--- src/rtl/vga_pkg.sv ---
// Shared VGA definitions: raster timing, pixel/colour types and the sprite key colour.
package vga_pkg;
  localparam int HOR_PIXELS = 800;
  localparam int VER_PIXELS = 600;
  localparam int HOR_TOTAL  = 1056;
  localparam int VER_TOTAL  = 628;
  localparam int CNT_W      = 11;
  localparam int RGB_W      = 12;

  typedef logic [RGB_W-1:0] rgb_t;

  localparam rgb_t SPRITE_KEY = 12'hf08;

  typedef struct packed {
    logic [CNT_W-1:0] vcount;
    logic [CNT_W-1:0] hcount;
    logic             vsync;
    logic             hsync;
    logic             vblnk;
    logic             hblnk;
    rgb_t             rgb;
  } vga_t;
endpackage

--- src/rtl/vga_if.sv ---
// VGA timing + colour stream bundle passed between draw stages.
interface vga_if;
  import vga_pkg::*;
  logic [CNT_W-1:0] vcount;
  logic [CNT_W-1:0] hcount;
  logic             vsync;
  logic             hsync;
  logic             vblnk;
  logic             hblnk;
  rgb_t             rgb;

  modport in  (input  vcount, hcount, vsync, hsync, vblnk, hblnk, rgb);
  modport out (output vcount, hcount, vsync, hsync, vblnk, hblnk, rgb);
endinterface

--- src/rtl/draw_anim_sprite_frame_ctr.sv ---
// Animation pacing: counts vsync rising edges and steps the frame index every FRAME_DIV of them.
module anim_frame_ctr #(
  parameter  int FRAMES    = 3,
  parameter  int FRAME_DIV = 8,
  localparam int FW        = (FRAMES > 1) ? $clog2(FRAMES) : 1,
  localparam int DW        = (FRAME_DIV > 1) ? $clog2(FRAME_DIV) : 1
) (
  input  logic          clk,
  input  logic          rst,
  input  logic          vsync,
  input  logic          run,
  output logic [FW-1:0] frame_idx
);
  logic          vsync_d;
  logic [DW-1:0] div_cnt;

  // Edge tracking keeps running while paused so resuming never sees a stale edge.
  always_ff @(posedge clk or negedge rst) begin
    if (!rst) begin
      vsync_d   <= 1'b0;
      div_cnt   <= '0;
      frame_idx <= '0;
    end else begin
      vsync_d <= vsync;
      if (run && vsync && !vsync_d) begin
        if (div_cnt == DW'(FRAME_DIV - 1)) begin
          div_cnt   <= '0;
          frame_idx <= (frame_idx == FW'(FRAMES - 1)) ? '0 : frame_idx + 1'b1;
        end else begin
          div_cnt <= div_cnt + 1'b1;
        end
      end
    end
  end
endmodule

--- src/rtl/draw_anim_sprite.sv ---
// Scaled, optionally mirrored, animated sprite overlay with colour-key transparency; 3-clk pipeline.
module draw_anim_sprite
  import vga_pkg::*;
#(
  parameter  int   WIDTH     = 55,
  parameter  int   HEIGHT    = 48,
  parameter  int   SIZE      = 1,
  parameter  int   FRAMES    = 3,
  parameter  int   FRAME_DIV = 8,
  parameter  rgb_t KEY_RGB   = SPRITE_KEY,
  localparam int   ADDR_W    = $clog2(WIDTH*HEIGHT*FRAMES),
  localparam int   FW        = (FRAMES > 1) ? $clog2(FRAMES) : 1
) (
  input  logic              clk,
  input  logic              rst,
  vga_if.in                 in,
  vga_if.out                out,
  input  logic [11:0]       xpos,
  input  logic [11:0]       ypos,
  input  logic              enable,
  input  logic              flip_h,
  input  logic              anim_run,
  output logic [ADDR_W-1:0] pixel_addr,
  input  rgb_t              rgb_pixel,
  output logic [FW-1:0]     frame_idx
);
  localparam logic [12:0] SPAN_X = 13'(WIDTH << SIZE);
  localparam logic [12:0] SPAN_Y = 13'(HEIGHT << SIZE);
  localparam int          FSZ    = WIDTH * HEIGHT;

  vga_t        cur;
  vga_t [2:1]  stg;
  logic [2:1]  hit_pipe;
  logic [11:0] xs, ys;
  logic        en_s, flip_s, vblnk_d;
  logic        latch, hit0;
  logic [12:0] h13, v13, x13, y13, col, lcol, row;

  anim_frame_ctr #(.FRAMES(FRAMES), .FRAME_DIV(FRAME_DIV)) u_anim (
    .clk       (clk),
    .rst       (rst),
    .vsync     (in.vsync),
    .run       (anim_run),
    .frame_idx (frame_idx)
  );

  assign cur   = {in.vcount, in.hcount, in.vsync, in.hsync, in.vblnk, in.hblnk, in.rgb};
  assign latch = in.vblnk && !vblnk_d && (in.vcount != '0);

  // 13-bit compares so a sprite hanging off the right/bottom edge never wraps.
  assign h13  = {2'b0, in.hcount};
  assign v13  = {2'b0, in.vcount};
  assign x13  = {1'b0, xs};
  assign y13  = {1'b0, ys};
  assign hit0 = en_s && !(in.vblnk || in.hblnk) &&
                (h13 >= x13) && (h13 < x13 + SPAN_X) &&
                (v13 >= y13) && (v13 < y13 + SPAN_Y);
  assign col  = (h13 - x13) >> SIZE;
  assign row  = (v13 - y13) >> SIZE;
  assign lcol = flip_s ? col : 13'(WIDTH - 1) - col;

  // pixel_addr is the stage-1 register; the ROM answers in step with stage 2.
  always_ff @(posedge clk or negedge rst) begin
    if (!rst) begin
      vblnk_d    <= 1'b0;
      xs         <= '0;
      ys         <= '0;
      en_s       <= 1'b0;
      flip_s     <= 1'b0;
      stg        <= '0;
      hit_pipe   <= '0;
      pixel_addr <= '0;
      out.vcount <= '0;
      out.hcount <= '0;
      out.vsync  <= 1'b0;
      out.hsync  <= 1'b0;
      out.vblnk  <= 1'b0;
      out.hblnk  <= 1'b0;
      out.rgb    <= '0;
    end else begin
      vblnk_d <= in.vblnk;
      if (latch) begin
        xs     <= xpos;
        ys     <= ypos;
        en_s   <= enable;
        flip_s <= flip_h;
      end
      stg        <= {stg[1], cur};
      hit_pipe   <= {hit_pipe[1], hit0};
      pixel_addr <= hit0 ? ADDR_W'(FSZ*int'(frame_idx) + WIDTH*int'(row) + int'(lcol)) : '0;
      out.vcount <= stg[2].vcount;
      out.hcount <= stg[2].hcount;
      out.vsync  <= stg[2].vsync;
      out.hsync  <= stg[2].hsync;
      out.vblnk  <= stg[2].vblnk;
      out.hblnk  <= stg[2].hblnk;
      if (stg[2].vblnk || stg[2].hblnk)
        out.rgb <= '0;
      else if (hit_pipe[2] && rgb_pixel != KEY_RGB)
        out.rgb <= rgb_pixel;
      else
        out.rgb <= stg[2].rgb;
    end
  end
endmodule

--- src/flat_wrapper.sv ---
// flat-port wrapper written by rule: the top's interface ports become plain ports
module draw_anim_sprite_flat import vga_pkg::*;
#(
  parameter  int   WIDTH     = 55,
  parameter  int   HEIGHT    = 48,
  parameter  int   SIZE      = 1,
  parameter  int   FRAMES    = 3,
  parameter  int   FRAME_DIV = 8,
  parameter  rgb_t KEY_RGB   = SPRITE_KEY,
  localparam int   ADDR_W    = $clog2(WIDTH*HEIGHT*FRAMES),
  localparam int   FW        = (FRAMES > 1) ? $clog2(FRAMES) : 1
)
  (clk, rst, xpos, ypos, enable, flip_h, anim_run, pixel_addr, rgb_pixel, frame_idx, in_vcount, in_hcount, in_vsync, in_hsync, in_vblnk, in_hblnk, in_rgb, out_vcount, out_hcount, out_vsync, out_hsync, out_vblnk, out_hblnk, out_rgb);
  vga_if in_i ();
  vga_if out_i ();
  input  logic clk;
  input  logic rst;
  input  logic [11:0] xpos;
  input  logic [11:0] ypos;
  input  logic enable;
  input  logic flip_h;
  input  logic anim_run;
  output logic [ADDR_W-1:0] pixel_addr;
  input  rgb_t rgb_pixel;
  output logic [FW-1:0] frame_idx;
  input wire logic [$bits(in_i.vcount)-1:0] in_vcount;
  input wire logic [$bits(in_i.hcount)-1:0] in_hcount;
  input wire logic [$bits(in_i.vsync)-1:0] in_vsync;
  input wire logic [$bits(in_i.hsync)-1:0] in_hsync;
  input wire logic [$bits(in_i.vblnk)-1:0] in_vblnk;
  input wire logic [$bits(in_i.hblnk)-1:0] in_hblnk;
  input wire logic [$bits(in_i.rgb)-1:0] in_rgb;
  output wire logic [$bits(out_i.vcount)-1:0] out_vcount;
  output wire logic [$bits(out_i.hcount)-1:0] out_hcount;
  output wire logic [$bits(out_i.vsync)-1:0] out_vsync;
  output wire logic [$bits(out_i.hsync)-1:0] out_hsync;
  output wire logic [$bits(out_i.vblnk)-1:0] out_vblnk;
  output wire logic [$bits(out_i.hblnk)-1:0] out_hblnk;
  output wire logic [$bits(out_i.rgb)-1:0] out_rgb;
  assign in_i.vcount = in_vcount;
  assign in_i.hcount = in_hcount;
  assign in_i.vsync = in_vsync;
  assign in_i.hsync = in_hsync;
  assign in_i.vblnk = in_vblnk;
  assign in_i.hblnk = in_hblnk;
  assign in_i.rgb = in_rgb;
  assign out_vcount = out_i.vcount;
  assign out_hcount = out_i.hcount;
  assign out_vsync = out_i.vsync;
  assign out_hsync = out_i.hsync;
  assign out_vblnk = out_i.vblnk;
  assign out_hblnk = out_i.hblnk;
  assign out_rgb = out_i.rgb;
  draw_anim_sprite #(.WIDTH(WIDTH), .HEIGHT(HEIGHT), .SIZE(SIZE), .FRAMES(FRAMES), .FRAME_DIV(FRAME_DIV), .KEY_RGB(KEY_RGB)) u_core (.clk(clk), .rst(rst), .in(in_i), .out(out_i), .xpos(xpos), .ypos(ypos), .enable(enable), .flip_h(flip_h), .anim_run(anim_run), .pixel_addr(pixel_addr), .rgb_pixel(rgb_pixel), .frame_idx(frame_idx));
endmodule
--- config.mk ---
export PLATFORM = sky130hd
export DESIGN_NAME = draw_anim_sprite_flat
export DESIGN_NICKNAME = d
export VERILOG_FILES = /design/src/rtl/vga_pkg.sv /design/src/rtl/vga_if.sv /design/src/rtl/draw_anim_sprite_frame_ctr.sv /design/src/rtl/draw_anim_sprite.sv /design/src/flat_wrapper.sv
export SDC_FILE = /design/constraint.sdc
export NUM_CORES = 1
export LEC_CHECK = 0
export ABC_AREA = 0
export CORE_ASPECT_RATIO = 2
export CORE_UTILIZATION = 50
export DETAILED_ROUTE_END_ITERATION = 8
export PLACE_DENSITY = 0.81
export SLEW_MARGIN = 10
export SYNTH_ARGS = -nofsm -noshare
export SYNTH_HDL_FRONTEND = slang
export SYNTH_SLANG_ARGS = --single-unit
--- constraint.sdc ---
create_clock -name clk -period 9.6 [get_ports clk]
set_input_delay 1.92 -clock clk [delete_from_list [all_inputs] [get_ports clk]]
set_output_delay 1.92 -clock clk [all_outputs]
set_load 0.1 [all_outputs]
==> results.py, run 1 <==
metrics = {
    "status": {
        "status": "complete, no violations",
    },
    "place": {
        "dp_cells": 1085,
        "finalWeightedCongestion": 0.893,
        "portBuffers": 131,
        "dpl.hpwl_um": 13800,
    },
    "yosys": {
        "synth_fp_nets": 950,
        "yosys_most_used_dff": "dfrtp_1",
        "yosys-top-cells-area": "dfrtp_1, ha_1, fa_1, inv_1, xnor2_1",
        "synthesis.area_um2": 8610,
        "synth_edf_count": 0,
        "synth_top_area_cell": "dfrtp_1",
        "ys_warn_count": 0,
        "syn-instance-count": 756,
        "synthXorXnorAreaFrac_pct": 5.55,
        "async_flop_share_pct": 100,
        "muxShareOfSynthArea_pct": 1.22,
        "synth_top_area_share_pct": 46.5,
        "synthSimpleGateAreaFrac_pct": 10.7,
        "synth-seq-cells": 160,
        "synthAdderAreaFrac_pct": 20.4,
        "synth_top_family_by_area": "adder cells",
        "yosysUniqueCellTypes": 71,
        "synth_area_per_cell_um2": 11.4,
        "synth_compound_area_share_pct": 10.5,
        "ys_seq_area_share_pct": 46.5,
    },
    "cells_and_area": {
        "layout-drive-gt1-share_pct": 6.93,
        "syn2layout_area_growth_pct": 24.5,
        "multi_input_area_um2": 4180,
        "stdcell_count": 1116,
        "antennaDiodeCount": 0,
        "layout.nets": 1091,
        "seqCellArea_um2": 4000,
        "fillers": 1329,
    },
    "drt": {
        "drc_errors": 0,
        "drtPass1Iterations": 7,
        "vias": 5864,
        "wl_per_cell_um": 15.7,
        "avgViaCountPerCell": 5.25,
        "routed_wl_um": 17500,
        "drt_first_iter_violations": 181,
        "ant_nets": 0,
    },
    "timing": {
        "whs_ns": 0.345,
        "drv_slew": 0,
        "setup_viol": 0,
        "slew_headroom_pct": 31.5,
        "period_minus_slack_ns": 8.02,
        "setup_tns_ns": 0,
        "finClkSkew_ns": 0.0112,
        "hold_viol_final": 0,
        "worstMarginPinSlew_ns": 1.02,
        "period_share_pct": 83.5,
        "timing.fmax_ghz": 0.125,
        "rsz0062_at_grt": "false",
    },
    "clock_tree": {
        "cts.path.max_buffers": 2,
        "path_clk_slew_ns": 0.06,
        "clock_latency_ns": 0.42,
        "cts_setup_buffers": 0,
        "htreeDepth": 4,
        "cts_tree": "done",
        "cts_root_buf": "clkbuf_16",
        "clock_sinks": 160,
        "hold_buffers": 0,
        "cts_made_buffers": 17,
        "cts_resized": 0,
    },
    "floorplan": {
        "die_w_um": 94.8,
        "die-height_um": 188,
        "ioPinCount": 132,
        "rows": 67,
        "core_um2": 16800,
        "initial_core_util_pct": 51.4,
        "dieArea_um2": 17800,
    },
    "run": {
        "drv_cap": 0,
    },
    "global_routing": {
        "grt_pass1_vias": 6241,
        "grt_first_pass_wirelength_um": 29100,
        "grt_usage_pct": 21.6,
        "grt_start_max_net_pins": 85,
        "antenna_found_initial": 0,
        "overflow": 0,
    },
    "worst_setup_path": {
        "critPathRequiredTime_ns": 9.91,
        "reg2reg_to": "u_core.pixel_addr[12]",
        "rr_startpoint": "u_core.ys[1]",
        "critPathLaunchType": "input port",
        "endpoint_kind": "register",
        "path_cells": "clkdlybuf4s50_1 > ha_1 > nor2b_1 > o2111ai_2 > nand3b_4 > a21o_1 > a21o_1 > xor2_1 > inv_1 > fa_1 > fa_1 > inv_1 > fa_1 > inv_1 > fa_1 > inv_1 > ha_1 > o21ai_0 > a21oi_1 > o41ai_1 > o21ai_0 > xnor3_1 > and2_1",
        "rrSetupSlack_ns": 3.16,
        "crit_cells": 23,
        "ff2ff_path_depth": 23,
        "crit_family": "adder cells",
        "crit_slowest_cell": "fa_1",
        "cp_data_arrival_time_ns": 8.32,
        "criticalPathCategory": "input port to register",
        "crit_path_max_incr_delay_ns": 0.53,
        "crit_fanout": 5,
        "worst-path-buf-inv": 5,
        "startpoint": "in_vcount[1]",
        "critPathCapture": "u_core.pixel_addr[12]",
    },
    "hold_path": {
        "hp-class": "register to register",
    },
}
## sequential cells by signal, summed over array words and instances, names as in the netlist, 3 cells and up
name / count
u_core.out.vcount: 11
u_core.out.hcount: 11
u_core.xs: 12
u_core.u_anim.div_cnt: 3
u_core.out.rgb: 12
u_core.pixel_addr: 13
u_core.ys: 12
u_core.stg: 76
## synthesized netlist by cell type, drive strengths merged (2+ instances only)
library cell  number
o21ai             42
or3                3
fa                42
nand4              3
nor3              12
nor4               9
or2                4
o21a               3
xnor2             37
mux2               4
and4               4
and2              11
inv              102
a21o              13
a21oi             32
xor2              15
mux2i              6
a31o               4
ha                73
nor2              35
a221oi             3
or4                2
a311oi             2
nand3              8
a31oi              9
a2111oi            2
clkbuf             8
nand3b             3
nand2             54
nor2b             11
nand2b             3
nor4b              2
dfrtp            160
a211oi             3
and3               7
nor3b              3
buf                4
## metal layers
metal  vias up  GRT usage, %  wire, um
li1       2822             -         -
met1      2868          22.2      6300
met2       132          40.3     10100
met3        42          4.18       562
met4         0          10.3       586
met5         -             0         0
## worst min-delay path by stage
stage                                   from                   end  slack [ns]  cells past startpoint
after floorplan           u_core.hit_pipe[1]    u_core.hit_pipe[2]        0.33                      0
after global placement        u_core.stg[16]        u_core.stg[54]        0.33                      0
after detailed placement      u_core.stg[56]  u_core.out.hcount[2]        0.33                      0
after CTS                     u_core.stg[12]        u_core.stg[50]        0.35                      0
after global routing           u_core.stg[5]        u_core.stg[43]        0.35                      0
final                         u_core.stg[12]        u_core.stg[50]        0.34                      0
## final cells by class
class	instances	share of cell area (%)
well taps	207	2.42
flip-flops and latches	160	37.3
clock buffers	18	4.00
repair buffers	134	12.5
clock inverters	13	1.23
multi-input cells	482	39.0
inverters	102	3.57
## per-stage QoR
step                      utilization, %  setup WS [ns]  area, um2
final                               63.9           1.58      10700
after global routing                63.9           1.14      10700
after CTS                           63.9           1.54      10700
after detailed placement            60.6           1.08      10200
after global placement              60.6           1.30      10200
after floorplan                        -           2.24       8610
## logic make-up after synthesis
family                   after synthesis
buffers and inverters                114
XOR/XNOR                              53
multiplexers                          10
AO/OA/AOI/OAI                        127
flip-flops                           160
AND/OR/NAND/NOR                      177
adder cells (fa/ha/maj)              115
## layout by cell type, fill, tap and decap left out, types with 5 or more instances in the layout
cell type,netlist,routed
dfrtp_1,160,160
clkdlybuf4s50_1,0,130
inv_1,102,102
ha_1,73,73
nand2_1,54,54
fa_1,42,42
o21ai_0,39,39
xnor2_1,37,37
nor2_1,35,35
a21oi_1,30,30
clkbuf_16,0,17
xor2_1,15,15
a21o_1,13,13
nor3_1,12,12
nor2b_1,11,11
and2_1,10,10
nor4_1,9,9
nand3_1,8,8
and3_1,6,6
mux2i_1,6,6
a31oi_1,5,5
Power of run 1 is not shown: default switching activity piles up to over one toggle a cycle in this logic, so the estimate is an artifact.
==> run 2, diff against run 1 <==
Settings changed: CORE_UTILIZATION 50 to 49, PLACE_DENSITY 0.81 to 0.82.
Clock period 9.6 ns to 7.3 ns, I/O delays scaled along.
==> run 2 against run 1 <==
Compared with the run above:
- global-route usage rose by 0.39 points
- final cell count rose by 1.3%
- core utilization fell by 0.87 points
- final area rose by 1.1%
- critical endpoint unchanged
- highest routed layer unchanged
==> results.py, run 2 (synthesis results as in run 1) <==
metrics = {
    "status": {
        "status": "complete, no violations",
    },
    "place": {
        "dpl.hpwl_um": 14100,
        "finalWeightedCongestion": 0.890,
        "post-place-ws_ns": -0.146,
        "portBuffers": 131,
    },
    "drt": {
        "routed_wl_um": 18300,
        "drtPass1Iterations": 4,
        "drc_errors": 0,
        "vias": 5942,
        "wl_per_cell_um": 16.2,
        "avgViaCountPerCell": 5.26,
        "drt_first_iter_violations": 200,
        "ant_nets": 0,
    },
    "timing": {
        "setup_viol": 0,
        "hold_viol_final": 0,
        "period_share_pct": 94.4,
        "worstMarginPinSlew_ns": 1.07,
        "setup_tns_ns": 0,
        "period_minus_slack_ns": 6.89,
        "whs_ns": 0.348,
        "slew_headroom_pct": 28.4,
        "drv_slew": 0,
        "finClkSkew_ns": 0.00954,
        "layout_setup_ws_ns": 0.407,
        "timing.fmax_ghz": 0.145,
    },
    "clock_tree": {
        "cts.path.max_buffers": 2,
        "clock_latency_ns": 0.43,
        "path_clk_slew_ns": 0.07,
        "cts_tree": "done",
        "cts_setup_buffers": 0,
        "htreeDepth": 4,
        "cts_made_buffers": 17,
        "cts_root_buf": "clkbuf_16",
        "clock_sinks": 160,
    },
    "global_routing": {
        "met1_usage_pct": 21.4,
        "grt_first_pass_wirelength_um": 30100,
        "grt_start_max_net_pins": 91,
        "met3_usage_pct": 3.78,
        "antenna_found_initial": 0,
        "use_met2_pct": 42.4,
        "grt_usage_pct": 22.0,
        "grt_pass1_vias": 6377,
        "overflow": 0,
        "grt_most_used_layer": "met2",
    },
    "worst_setup_path": {
        "crit_family": "adder cells",
        "crit_slowest_cell": "fa_1",
        "endpoint_kind": "register",
        "cp_data_arrival_time_ns": 7.21,
        "criticalPathCategory": "input port to register",
        "path_cells": "clkdlybuf4s50_1 > inv_1 > ha_1 > inv_1 > fa_1 > nand3_1 > nand2_1 > a21oi_1 > o21bai_1 > xnor2_1 > inv_1 > fa_1 > fa_1 > fa_1 > inv_1 > fa_1 > inv_1 > ha_1 > o21ai_0 > a21oi_1 > o41ai_2 > o21ai_0 > xnor3_1 > and2_1",
        "ff2ff_path_depth": 19,
        "critPathLaunchType": "input port",
        "worst-path-buf-inv": 6,
        "crit_path_max_incr_delay_ns": 0.54,
        "critPathRequiredTime_ns": 7.62,
        "crit_fanout": 4,
        "crit_cells": 24,
    },
    "floorplan": {
        "die-height_um": 189,
        "core_um2": 17200,
        "ioPinCount": 132,
        "rows": 68,
        "dieArea_um2": 18100,
        "initial_core_util_pct": 50.1,
        "die_w_um": 95.7,
    },
    "run": {
        "drv_cap": 0,
    },
    "cells_and_area": {
        "antennaDiodeCount": 0,
        "layout-drive-gt1-share_pct": 8.26,
        "final_common_cell": "dfrtp_1",
        "layout.nets": 1101,
        "syn2layout_area_growth_pct": 25.9,
        "largest_reg_flops": 76,
        "largest-register": "u_core.stg",
        "layout_common_cells": "dfrtp_1, clkdlybuf4s50_1, inv_1, ha_1, nand2_1",
        "largestRegisters": "u_core.stg: 76 flops, u_core.pixel_addr: 13 flops",
        "finish.utilization_pct": 63.1,
    },
    "hold_path": {
        "whs_path_depth": 0,
        "hp-class": "register to register",
    },
}
run 2: changes by cell type in the layout (fill, tap and decap cells not counted):
cell	delta
clkinv_2	-1
clkbuf_8	+2
o41ai_2	+1
clkbuf_1	-1
bufinv_16	-1
o21ai_0	-1
buf_4	+10
o21ai_1	+1
clkinv_8	+2
clkinvlp_4	-3
inv_8	+3
o41ai_1	-1
run 2: worst register-to-register path: stages, from the launching register on:
cell      delay [ns]
dfrtp_1         0.43
inv_1           0.09
ha_1            0.38
a21oi_1         0.23
and3_1          0.21
a31oi_2         0.15
and4_1          0.25
nor3_1          0.55
fa_1            0.56
fa_1            0.51
inv_1           0.06
fa_1            0.50
fa_1            0.56
inv_1           0.06
ha_1            0.35
and2_1          0.17
a22o_1          0.19
a311oi_1        0.30
xnor2_1         0.10
and2_1          0.16
run 2: path summary, 6_finish.rpt:
path                           startpoint                    end  slack, ns
max reg2reg                  u_core.ys[7]  u_core.pixel_addr[11]       1.40
max in group asynchronous             rst         u_core.stg[20]       4.80
min reg2reg                u_core.stg[18]         u_core.stg[56]       0.35
max                          in_vcount[0]  u_core.pixel_addr[12]       0.41
min                        u_core.stg[18]         u_core.stg[56]       0.35
min in group asynchronous             rst         u_core.stg[52]       1.08
run 2: metal layers:
metal  routed length (um)  up-vias  share of wire, %
met5                    0        -                 0
met4                  710        0               3.9
met2                10700      126                59
met3                  534       48               2.9
li1                     -     2830                 -
met1                 6320     2938                35
run 2: cell type report:
class                   count  area [um2]
fillers                  1329        6350
multi-input cells         482        4190
flip-flops and latches    160        4000
repair buffers            144        1410
clock buffers              19         453
inverters                 102         383
well taps                 210         263
clock inverters            13         140
run 2: repair_timing:
item / in CTS / in global routing
resized for setup: 0 / 1
hold buffers: 0 / 0
setup endpoints to repair: 0 / 1
run 2: through the flow:
step / instance area [um2] / std cells
detailed placement: 10200 / 1098
floorplan: 8610 / 756
global placement: 10200 / 1098
finish: 10800 / 1130
CTS: 10800 / 1130
global route: 10800 / 1130
Power of run 2 is left out for the same reason.
